File: src/rtl/seg_pkg.sv
// rtl/seg_pkg.sv - shared 7-segment glyph table, dp index and scan FSM state codes
package seg_pkg;

    localparam int SEG_DP  = 7;
    localparam int GLYPH_W = 7;

    // Entry v occupies bits [7v+6:7v]; the encoder side indexes the same constant.
    localparam logic [16*GLYPH_W-1:0] GLYPH_TABLE = {
        7'h71, 7'h79, 7'h5E, 7'h39, 7'h7C, 7'h77, 7'h6F, 7'h7F,
        7'h07, 7'h7D, 7'h6D, 7'h66, 7'h4F, 7'h5B, 7'h06, 7'h3F
    };

    typedef logic [1:0] state_t;

    localparam state_t ST_IDLE    = 2'd0;
    localparam state_t ST_SETTLE  = 2'd1;
    localparam state_t ST_CAPTURE = 2'd2;
    localparam state_t ST_HOLD    = 2'd3;

    function automatic logic [GLYPH_W-1:0] glyph_of(input logic [3:0] v);
        return GLYPH_TABLE[v*GLYPH_W +: GLYPH_W];
    endfunction

endpackage

File: src/rtl/seg_glyph_decode.sv
// rtl/seg_glyph_decode.sv - combinational 7-segment pattern to hex nibble with error flag
module seg_glyph_decode
    import seg_pkg::*;
(
    input  logic [GLYPH_W-1:0] pattern_i,
    output logic [3:0]         nibble_o,
    output logic               err_o
);

    always_comb begin
        nibble_o = 4'h0;
        err_o    = 1'b1;
        for (int i = 0; i < 16; i++) begin
            if (pattern_i == glyph_of(i[3:0])) begin
                nibble_o = i[3:0];
                err_o    = 1'b0;
            end
        end
    end

endmodule

File: src/rtl/seg_scan_decoder.sv
// rtl/seg_scan_decoder.sv - samples a multiplexed 7-segment bus and emits decoded N-digit frames
module seg_scan_decoder
    import seg_pkg::*;
#(
    parameter int N_DIGITS   = 8,
    parameter int STABLE_CYC = 4,
    parameter int CNT_W      = $clog2(STABLE_CYC + 1)
) (
    input  logic                  clk,
    input  logic                  rst,
    input  logic [7:0]            seg_code,
    input  logic [N_DIGITS-1:0]   digit_sel,
    output logic [4*N_DIGITS-1:0] out_value,
    output logic [N_DIGITS-1:0]   out_dp,
    output logic [N_DIGITS-1:0]   out_err,
    output logic                  out_valid,
    input  logic                  out_ready,
    output logic                  overrun
);

    localparam logic [CNT_W-1:0] STABLE_MAX = CNT_W'(STABLE_CYC);

    state_t                  state_q, state_d;
    logic [N_DIGITS-1:0]     sel_q, sel_d;
    logic [7:0]              code_q, code_d;
    logic [CNT_W-1:0]        cnt_q, cnt_d;
    logic [4*N_DIGITS-1:0]   sh_val_q, sh_val_d;
    logic [N_DIGITS-1:0]     sh_dp_q, sh_dp_d;
    logic [N_DIGITS-1:0]     sh_err_q, sh_err_d;
    logic [N_DIGITS-1:0]     mask_q, mask_d;
    logic [4*N_DIGITS-1:0]   out_value_q, out_value_d;
    logic [N_DIGITS-1:0]     out_dp_q, out_dp_d;
    logic [N_DIGITS-1:0]     out_err_q, out_err_d;
    logic                    out_valid_q, out_valid_d;
    logic                    overrun_q, overrun_d;

    logic                    sel_onehot;
    logic                    sel_changed;
    logic                    code_changed;
    logic                    frame_done;
    logic                    accept;
    logic [3:0]              dec_nibble;
    logic                    dec_err;

    seg_glyph_decode u_decode (
        .pattern_i (code_q[GLYPH_W-1:0]),
        .nibble_o  (dec_nibble),
        .err_o     (dec_err)
    );

    assign sel_onehot   = (digit_sel != '0) && ((digit_sel & (digit_sel - 1'b1)) == '0);
    assign sel_changed  = (digit_sel != sel_q);
    assign code_changed = (seg_code != code_q);
    assign accept       = out_valid_q & out_ready;

    always_comb begin
        state_d     = state_q;
        sel_d       = sel_q;
        code_d      = code_q;
        cnt_d       = cnt_q;
        sh_val_d    = sh_val_q;
        sh_dp_d     = sh_dp_q;
        sh_err_d    = sh_err_q;
        mask_d      = mask_q;
        out_value_d = out_value_q;
        out_dp_d    = out_dp_q;
        out_err_d   = out_err_q;
        out_valid_d = out_valid_q;
        overrun_d   = overrun_q;
        frame_done  = 1'b0;

        case (state_q)
            ST_IDLE: begin
                if (sel_onehot) begin
                    state_d = ST_SETTLE;
                    sel_d   = digit_sel;
                    code_d  = seg_code;
                    cnt_d   = CNT_W'(1);
                end
            end
            ST_SETTLE: begin
                if (sel_changed || code_changed) begin
                    if (sel_onehot) begin
                        sel_d  = digit_sel;
                        code_d = seg_code;
                        cnt_d  = CNT_W'(1);
                    end else begin
                        state_d = ST_IDLE;
                    end
                end else if (cnt_q >= STABLE_MAX) begin
                    state_d = ST_CAPTURE;
                end else begin
                    cnt_d = cnt_q + 1'b1;
                end
            end
            ST_CAPTURE: begin
                for (int i = 0; i < N_DIGITS; i++) begin
                    if (sel_q[i]) begin
                        sh_val_d[4*i +: 4] = dec_nibble;
                        sh_dp_d[i]         = code_q[SEG_DP];
                        sh_err_d[i]        = dec_err;
                    end
                end
                mask_d  = mask_q | sel_q;
                state_d = ST_HOLD;
                if (&mask_d) begin
                    frame_done = 1'b1;
                    mask_d     = '0;
                end
            end
            ST_HOLD: begin
                // Code changes under an unchanged select are ignored until the scan moves on.
                if (sel_changed) begin
                    if (sel_onehot) begin
                        state_d = ST_SETTLE;
                        sel_d   = digit_sel;
                        code_d  = seg_code;
                        cnt_d   = CNT_W'(1);
                    end else begin
                        state_d = ST_IDLE;
                    end
                end
            end
            default: state_d = ST_IDLE;
        endcase

        if (accept) begin
            out_valid_d = 1'b0;
            overrun_d   = 1'b0;
        end

        // A frame only lands if the output slot is empty or being drained this cycle.
        if (frame_done) begin
            if (!out_valid_q || accept) begin
                out_value_d = sh_val_d;
                out_dp_d    = sh_dp_d;
                out_err_d   = sh_err_d;
                out_valid_d = 1'b1;
            end else begin
                overrun_d = 1'b1;
            end
        end
    end

    always_ff @(posedge clk or posedge rst) begin
        if (rst) begin
            state_q     <= ST_IDLE;
            sel_q       <= '0;
            code_q      <= '0;
            cnt_q       <= '0;
            sh_val_q    <= '0;
            sh_dp_q     <= '0;
            sh_err_q    <= '0;
            mask_q      <= '0;
            out_value_q <= '0;
            out_dp_q    <= '0;
            out_err_q   <= '0;
            out_valid_q <= 1'b0;
            overrun_q   <= 1'b0;
        end else begin
            state_q     <= state_d;
            sel_q       <= sel_d;
            code_q      <= code_d;
            cnt_q       <= cnt_d;
            sh_val_q    <= sh_val_d;
            sh_dp_q     <= sh_dp_d;
            sh_err_q    <= sh_err_d;
            mask_q      <= mask_d;
            out_value_q <= out_value_d;
            out_dp_q    <= out_dp_d;
            out_err_q   <= out_err_d;
            out_valid_q <= out_valid_d;
            overrun_q   <= overrun_d;
        end
    end

    assign out_value = out_value_q;
    assign out_dp    = out_dp_q;
    assign out_err   = out_err_q;
    assign out_valid = out_valid_q;
    assign overrun   = overrun_q;

endmodule

File: config.mk
export PLATFORM = sky130hd
export DESIGN_NAME = seg_scan_decoder
export DESIGN_NICKNAME = d
export VERILOG_FILES = /design/src/rtl/seg_pkg.sv /design/src/rtl/seg_glyph_decode.sv /design/src/rtl/seg_scan_decoder.sv
export SDC_FILE = /design/constraint.sdc
export NUM_CORES = 1
export LEC_CHECK = 0
export ABC_CLOCK_PERIOD_IN_PS = 5300
export CAP_MARGIN = 20
export CORE_AREA = 2 2 141 143
export DETAILED_ROUTE_END_ITERATION = 10
export DIE_AREA = 0 0 143 145
export GPL_TIMING_DRIVEN = 0
export PLACE_DENSITY = 0.55
export SYNTH_ARGS = -nofsm -noshare
export SYNTH_HDL_FRONTEND = slang
export SYNTH_SLANG_ARGS = --single-unit
File: constraint.sdc
create_clock -name clk -period 5.3 [get_ports clk]
set_input_delay 1.325 -clock clk [delete_from_list [all_inputs] [get_ports clk]]
set_output_delay 1.325 -clock clk [all_outputs]
set_load 0.1 [all_outputs]
# == After elaboration in Yosys (flattened, before gate mapping) ==
# Cells that the tools add are included.
# totals
word_cells,146
out_inout_bits,50
inputBits,19
ff_bits,127
# classes
add_sub_neg,2
reduce_logical,13
bitwise,3
mux,87
magnitude_cmp,1
n_eq_ne,27
# op_table
operator,count
7-bit equality test (second input constant),12
8-bit 2-to-1 mux,9
4-bit 2-to-1 mux,16
8-bit case mux with 3 select lines,2
1-bit 2-to-1 mux,42
32-bit 2-to-1 mux,1
3-bit 2-to-1 mux,8
8-bit inequality test,2
7-bit by 3-bit equality test with 1-bit output (second input constant),2
7-bit by 6-bit equality test with 1-bit output (second input constant),2
2-bit 2-to-1 mux,7
3-bit inequality test (second input constant),3
3-bit case mux with 3 select lines,1
8-bit bitwise AND,1
8-bit zero test,1
8-bit bitwise OR,1
2-bit case mux with 4 select lines,1
8-bit AND reduction,1
8-bit nonzero test,1
8-bit by 1-bit subtractor with 8-bit output (second input constant),1
2-bit inequality test (second input constant),3
3-bit AND reduction,2
2-bit equality test (second input constant),2
4-bit AND reduction,1
other kinds (10),11

# == Depth between registers and ports, before layout ==
# Gate-level depths: netlist of run 1.
# depth
depth_word,19
mapped_depth,9
ltp_nobuf,8

# == Hierarchy ==
# A second synthesis of run 1 with hierarchy kept.
# hier_totals
hier_cells,403
area_unflattened_um2,5589.1
# by_module_without_submodules
module,seq_area_each_um2,cells_per_inst,area_per_inst_um2,instances
seg_scan_decoder,3178.0,355,5238.8,1
seg_glyph_decode,0.0,48,350.3,1

# == Worst setup path before layout of run 1 ==
# No wires, ideal clock.
# synth_timing
path_type,input -> register
from,input digit_sel[3]
to,register code_q[7]
path_stages,6
setup_slack_ps,2116
arrival_time_ps,3059
n_path_buf,1
required_ps,5175
setup_ps,125
cell_sequence,or4_4 or3_1 a31o_2 o2111ai_4 buf_6 mux2_4
# synth_via
elab_chain_cells,7
word_cells_on_any_way,14
classes_between,add/sub (1); eq/ne (3); mux (4); bitwise (1); reduce/logical (5)
# synth_rtl
element,line,source
from (decl),seg_scan_decoder.sv:12,"input logic [N_DIGITS-1:0] digit_sel,"
8-bit by 1-bit subtractor with 8-bit output,seg_scan_decoder.sv:51,assign sel_onehot = (digit_sel != '0) && ((digit_sel & (digit_sel - 1'b1)) == '0);
8-bit bitwise AND,seg_scan_decoder.sv:51,
8-bit zero test,seg_scan_decoder.sv:51,
1-bit logical AND,seg_scan_decoder.sv:51,
8-bit 2-to-1 mux,-,
"8-bit 2-to-1 mux, on equally long branches",-,
8-bit case mux with 3 select lines,-,
to (signal assigned),seg_scan_decoder.sv:163,code_q <= code_d;
to (decl),seg_scan_decoder.sv:25,"logic [7:0] code_q, code_d;"
# Parallel ways exist; a longest one is shown, timed or not. The select of a mux whose other input is x is not followed.
# A chain may end at the register's enable or synchronous reset.

# == Worst setup path after layout of run 1 ==
# layout_timing
from,input digit_sel[2]
to,register cnt_q[2]
# layout_via
elab_chain_cells,7
word_cells_on_any_way,14
classes_between,add/sub (1); eq/ne (3); mux (4); bitwise (1); reduce/logical (5)
# layout_rtl
element,line,source
8-bit by 1-bit subtractor with 8-bit output,seg_scan_decoder.sv:51,
8-bit bitwise AND,seg_scan_decoder.sv:51,
8-bit zero test,seg_scan_decoder.sv:51,
1-bit logical AND,seg_scan_decoder.sv:51,
3-bit 2-to-1 mux,-,
"3-bit 2-to-1 mux, on equally long branches",-,
3-bit case mux with 3 select lines,seg_scan_decoder.sv:72,case (state_q)
to (signal assigned),seg_scan_decoder.sv:164,cnt_q <= cnt_d;
to (decl),seg_scan_decoder.sv:26,"logic [CNT_W-1:0] cnt_q, cnt_d;"
# Parallel ways exist; a longest one is shown, timed or not. The select of a mux whose other input is x is not followed.

==> results of run 1 <==
## power by group through the flow
stage / logic [mW] / registers [mW] / clock network, mW
after floorplan: 0.376 / 1.11 / 0
after global placement: 0.482 / 1.13 / 0
after detailed placement: 0.506 / 1.13 / 0
after CTS: 0.507 / 1.12 / 1.21
after global routing: 0.560 / 1.13 / 1.26
final: 0.505 / 1.12 / 1.19
## per-stage QoR
stage	setup TNS [ps]	total power, mW	instance area, um2
2_1_floorplan	0	1.49	5690
3_3_place_gp	-143390	1.61	6710
3_5_place_dp	0	1.64	6750
4_1_cts	0	2.84	7360
5_1_grt	0	2.96	7360
6_report	0	2.81	7360
## flip-flops by register name, summed over array words and instances, names as in the netlist, named ones only
| signal | cells |
|---|---|
| sh_err_q | 8 |
| out_err | 8 |
| sh_dp_q | 8 |
| cnt_q | 3 |
| out_valid | 1 |
| out_value | 32 |
| mask_q | 8 |
| sel_q | 8 |
| overrun | 1 |
| sh_val_q | 32 |
| state_q | 1 |
| code_q | 8 |
| out_dp | 8 |
## metal layers
| metal | GRT usage | share of wire |
|---|---|---|
| met5 | 0 | 0 |
| met4 | 0.0510 | 0.017 |
| met3 | 0.0360 | 0.047 |
| met2 | 0.206 | 0.47 |
| met1 | 0.188 | 0.47 |
## placed cells by master, fill, tap and decap left out, types with 2 or more instances in the layout
cell,netlist,routed
or3_1,2,2
bufinv_16,0,3
a211oi_1,4,4
a31oi_1,9,9
o21bai_1,8,8
nand2_1,88,88
nand4_1,3,3
nor2b_1,4,4
clkinv_2,0,4
clkdlybuf4s50_1,0,68
o22ai_1,6,6
inv_1,11,10
nor4_2,2,2
nand2b_1,7,7
mux2_2,50,50
ha_1,7,7
dfrtp_1,127,127
clkbuf_16,0,17
nor4_1,5,5
buf_2,11,13
clkbuf_1,6,8
nand3_1,8,8
a21oi_1,8,8
nor3_1,2,2
clkbuf_8,0,3
o21ai_0,47,47
xor2_1,16,16
clkinvlp_4,0,2
and2_1,10,10
and3b_1,2,2
mux2_4,8,8
nor2_1,32,32
inv_6,0,2
## cells by family after synthesis
kind of cell | share of synthesized area
AOI/OAI and AO/OA | 0.114
xor gates and xnor gates | 0.0262
adders and majority gates | 0.0171
buffers and inverters | 0.0235
DFF | 0.558
muxes | 0.120
and+or+nand+nor | 0.141
## worst min-delay path by stage
stage	start	end	slack (ps)	cells after the start
after floorplan	sh_dp_q[0]	sh_dp_q[0]	440	2
after global placement	sh_err_q[2]	sh_err_q[2]	450	2
after detailed placement	sh_dp_q[6]	sh_dp_q[6]	460	2
after CTS	sh_dp_q[1]	sh_dp_q[1]	470	2
after global routing	sh_err_q[4]	sh_err_q[4]	500	2
final	sh_err_q[6]	sh_err_q[6]	470	2
## worst register-to-register path: cells and delay by family (launching register included)
family / cells / cell delay (ps)
muxes: 1 / 370
adders and majority gates: 1 / 320
AOI/OAI and AO/OA: 1 / 150
and+or+nand+nor: 2 / 700
DFF: 1 / 410
buffers and inverters: 3 / 800
## layout make-up
type	count	area, um2
timing repair buffer	71	718
tap	265	332
clock inverter	10	134
buffer	18	88.8
multi-input combinational	356	2380
fill	1861	11900
sequential	127	3180
clock buffer	22	474
inverter	12	50.0
==> impl_metrics.py, run 1 <==
metrics = {
    "placed_design": {
        "io_buffers": 68,
        "numPlacedInstances": 849,
        "detailed_place_hpwl_mm": 9.66,
        "place_ws_ps": 1330,
        "place.gp.congestion": 0.816,
    },
    "clocking": {
        "htreeDepth": 4,
        "clock_sinks": 127,
        "ctsHoldBuffers": 0,
        "cts-root-buf": "clkbuf_16",
        "cts_buffers": 17,
        "post_cts_buffers": 0,
        "cts_buffer_depth": 2,
        "cts_resized": 0,
        "clkTransAtPathRegs_ps": 60,
        "cts_tree": "yes",
        "clk-insertion-delay-late_ps": 410,
    },
    "timing": {
        "finalSetupViolCount": 0,
        "relSlewSlack": 0.334,
        "hold_slack_ps": 470,
        "slew_viol_final": 0,
        "period_needed_ps": 3520,
        "hold_viol_final": 0,
        "worstMarginPinSlew_ps": 995,
        "rsz0062_at_grt": "no",
        "final.setup.worst_slack_ps": 1780,
        "fin_crit_sh": 0.663,
        "timing.fmax_mhz": 284,
        "skew_ps": 7.33,
    },
    "setup_path": {
        "cp-startpoint": "digit_sel[2]",
        "path_delay_family": "compound AO/OA/AOI/OAI gates",
        "crit_buf_inv": 2,
        "r2r_start": "state_q[0]",
        "path_cells": "clkdlybuf4s50_1, maj3_1, o31ai_1, o2111ai_4, buf_6, a32oi_1, o31ai_2",
        "path_class": "in -> reg",
        "cpPeakStageDelay_ps": 580,
        "reg2reg_to": "out_value[22]",
        "regToRegSetupSlack_ps": 2440,
        "endpoint": "cnt_q[2]",
        "worst_setup_path_start_kind": "primary input",
        "worst-path-stages": 7,
        "crit_required_ps": 5590,
        "r2r_cells": 8,
        "critPathMaxFanout": 10,
        "worst_setup_path_end_kind": "register",
        "cpMaxStageDelayCell": "o31ai_1",
        "crit_arrival_ps": 3800,
    },
    "power_and_ir_drop": {
        "p_seq_frac": 0.398,
        "powerDensity_nw_per_um2": 382,
        "power_switching_mw": 0.796,
        "p_leak_nw": 3.29,
        "p_sw_frac": 0.283,
        "p_comb_frac": 0.180,
        "peakVddDrop_mv": 0.154,
        "power.internal_mw": 2.02,
        "p_clk_frac": 0.422,
    },
    "logic_synthesis": {
        "synth_area_leaders": "dfrtp_1 (56%), mux2_2 (9.9%), nand2_1 (5.8%)",
        "yosys.area.top_type_share": 0.558,
        "synthCells": 513,
        "ys_async_sr_fraction": 1.00,
        "synth_area_per_cell_um2": 11.1,
        "post_synth_num_cell_types": 56,
        "synth.net_count": 539,
        "synth-seq-cells": 127,
        "synth_enable_flop_cells": 0,
        "netlist_top_cells_count": "dfrtp_1 (127), nand2_1 (88), mux2_2 (50), o21ai_0 (47), nor2_1 (32)",
        "synth_most_common_cell": "dfrtp_1",
        "yosysSeqAreaShare": 0.558,
        "netlist_area_um2": 5690,
        "yosysWarningCount": 0,
        "yosysTopAreaCell": "dfrtp_1",
        "ys.flop_type": "dfrtp_1",
    },
    "global_route": {
        "antenna_found_initial": 0,
        "grt_pass1_wl_mm": 21.8,
        "grt_max_degree": 75,
        "grt_pass1_vias": 4107,
        "gr-total-overflow": 0,
        "grt_usage": 0.136,
    },
    "die": {
        "std_cell_rows": 51,
        "start_util": 0.296,
        "die_w_um": 143,
        "num_io_pins": 69,
        "die_y_um": 145,
        "die_area_um2": 20700,
        "core_area_um2": 19200,
    },
    "drt": {
        "drt_iter0_drc": 221,
        "drt_wl_total_mm": 13.4,
        "ant_nets": 0,
        "vias": 4130,
        "routedWlPerCell_um": 15.2,
        "drt_pass1_iterations": 5,
        "drc_errors": 0,
        "via_per_inst": 4.69,
    },
    "min_path": {
        "holdCritPathClass": "reg -> reg",
    },
    "finish": {
        "layout-drive-gt1-share": 0.185,
        "diodes": 0,
        "syn_to_final_growth_pct": 29.2,
        "nets": 629,
        "fin_util": 0.383,
        "final_cells": 881,
    },
    "flow_run": {
        "maxCapViolations": 0,
    },
    "run_status": {
        "outcome": "finished clean",
    },
}
Power figures use the tool's default switching activity.
==> inputs of run 2 (changes only) <==
ABC_CLOCK_PERIOD_IN_PS = 3690   (was 5300)
clock period = 3.69 ns   (was 5.3 ns; I/O delays follow)
==> run 2 against run 1 <==
  * Cell count increased by 0.23%
  * Hold slack worse by 0.74 ps
  * Setup slack got worse by 1300 ps
  * Cell area increased by 1.4%
  * First-iteration DRC count is 22% higher
==> impl_metrics.py, run 2 (synthesis results as in run 1) <==
metrics = {
    "run_status": {
        "outcome": "finished clean",
    },
    "die": {
        "die_area_um2": 20700,
        "die_w_um": 143,
        "die_y_um": 145,
        "num_io_pins": 69,
        "std_cell_rows": 51,
        "start_util": 0.296,
        "core_area_um2": 19200,
    },
    "clocking": {
        "htreeDepth": 4,
        "ctsHoldBuffers": 0,
        "cts_buffers": 17,
        "cts-root-buf": "clkbuf_16",
        "cts_resized": 0,
        "clkTransAtPathRegs_ps": 50,
        "clk-insertion-delay-late_ps": 410,
        "cts_tree": "yes",
        "post_cts_buffers": 0,
        "cts_buffer_depth": 2,
        "clock_sinks": 127,
    },
    "finish": {
        "layout-drive-gt1-share": 0.189,
        "syn_to_final_growth_pct": 31.0,
        "final_cells": 883,
        "diodes": 0,
        "nets": 631,
        "layout_commonest_cell": "dfrtp_1",
        "layout_common_cells": "dfrtp_1 (127), nand2_1 (88), clkdlybuf4s50_1 (68)",
    },
    "drt": {
        "drt_iter0_drc": 270,
        "routed.top_layer": "met4",
        "via_per_inst": 4.64,
        "m1WireLength_mm": 6.41,
        "wl_met3_um": 602,
        "drc_errors": 0,
        "ant_nets": 0,
        "wl_met2_mm": 6.56,
        "vias": 4098,
        "drt_wl_total_mm": 13.7,
        "drt_pass1_iterations": 5,
        "routedWlPerCell_um": 15.5,
    },
    "setup_path": {
        "path_class": "in -> reg",
        "crit_required_ps": 3970,
        "cp-startpoint": "digit_sel[2]",
        "r2r_start": "state_q[0]",
        "critPathMaxFanout": 10,
        "crit_arrival_ps": 3450,
        "worst_setup_path_start_kind": "primary input",
        "worst_setup_path_end_kind": "register",
    },
    "global_route": {
        "grt_max_degree": 43,
        "grt_pass1_vias": 4122,
        "gr-total-overflow": 0,
        "antenna_found_initial": 0,
        "grt_usage": 0.139,
        "grt_pass1_wl_mm": 22.3,
    },
    "flow_run": {
        "maxCapViolations": 0,
    },
    "timing": {
        "fin_crit_sh": 0.857,
        "worstMarginPinSlew_ps": 988,
        "hold_viol_final": 0,
        "timing.fmax_mhz": 316,
        "finalSetupViolCount": 0,
        "final.setup.worst_slack_ps": 528,
        "skew_ps": 7.30,
        "rsz0062_at_grt": "no",
        "slew_viol_final": 0,
        "setup_tns_ps": 0,
        "period_needed_ps": 3160,
        "relSlewSlack": 0.339,
    },
    "power_and_ir_drop": {
        "p_leak_nw": 3.34,
        "peakVddDrop_mv": 0.265,
        "powerDensity_nw_per_um2": 571,
    },
    "min_path": {
        "holdCritPathClass": "reg -> reg",
        "min_from": "sh_dp_q[5]",
    },
    "placed_design": {
        "numPlacedInstances": 851,
        "detailed_place_hpwl_mm": 10.0,
        "io_buffers": 68,
        "place_ws_ps": 101,
        "place.gp.congestion": 0.807,
    },
}
## run 2: cell types whose count changed in the layout (fill, tap and decap cells not counted)
cell,change
buf_16,-1
clkinvlp_4,-1
bufinv_16,+3
buf_12,+3
clkinv_4,+1
inv_6,-2
clkbuf_1,-1
## run 2: stage by stage
stage / hold WS [ps] / power [mW] / util / cell area [um2]
6_report: 469 / 4.26 / 0.388 / 7460
5_1_grt: 494 / 4.45 / 0.388 / 7460
4_1_cts: 472 / 4.29 / 0.388 / 7460
3_5_place_dp: 458 / 2.36 / 0.353 / 6780
3_3_place_gp: 450 / 2.32 / 0.349 / 6710
2_1_floorplan: 436 / 2.14 / - / 5700
## run 2: metal layers
metal / track usage / up-vias
met2: 0.213 / 88
met5: 0 / -
met3: 0.0376 / 8
met4: 0.0401 / 0
li1: - / 1979
met1: 0.192 / 2023
## run 2: worst paths after layout
kind	to	slack, ps	depth (start not counted)
max	cnt_q[2]	530	7
min	sh_dp_q[5]	470	2
max reg2reg	out_value[25]	830	8
min reg2reg	sh_dp_q[5]	470	2
max in group asynchronous	overrun	1740	5
min in group asynchronous	sh_val_q[18]	900	2
## run 2: power breakdown
part           total (mW)  switching [mW]  leakage [nW]  internal (mW)
Combinational       0.741           0.442          1.30          0.299
Clock                1.91           0.590         0.337           1.32
Sequential           1.61           0.122          1.70           1.49
## run 2: layout make-up
class | count | area (um2)
multi-input combinational | 356 | 2380
tap | 265 | 332
fill | 1830 | 11700
buffer | 18 | 88.8
inverter | 12 | 48.8
clock buffer | 21 | 470
timing repair buffer | 73 | 751
sequential | 127 | 3180
clock inverter | 11 | 209
## run 2: worst max-delay path, cell delays in order
cell,delay (ps)
clkdlybuf4s50_1,520
maj3_1,390
o31ai_1,590
o2111ai_4,400
buf_6,280
a32oi_1,240
o31ai_2,90
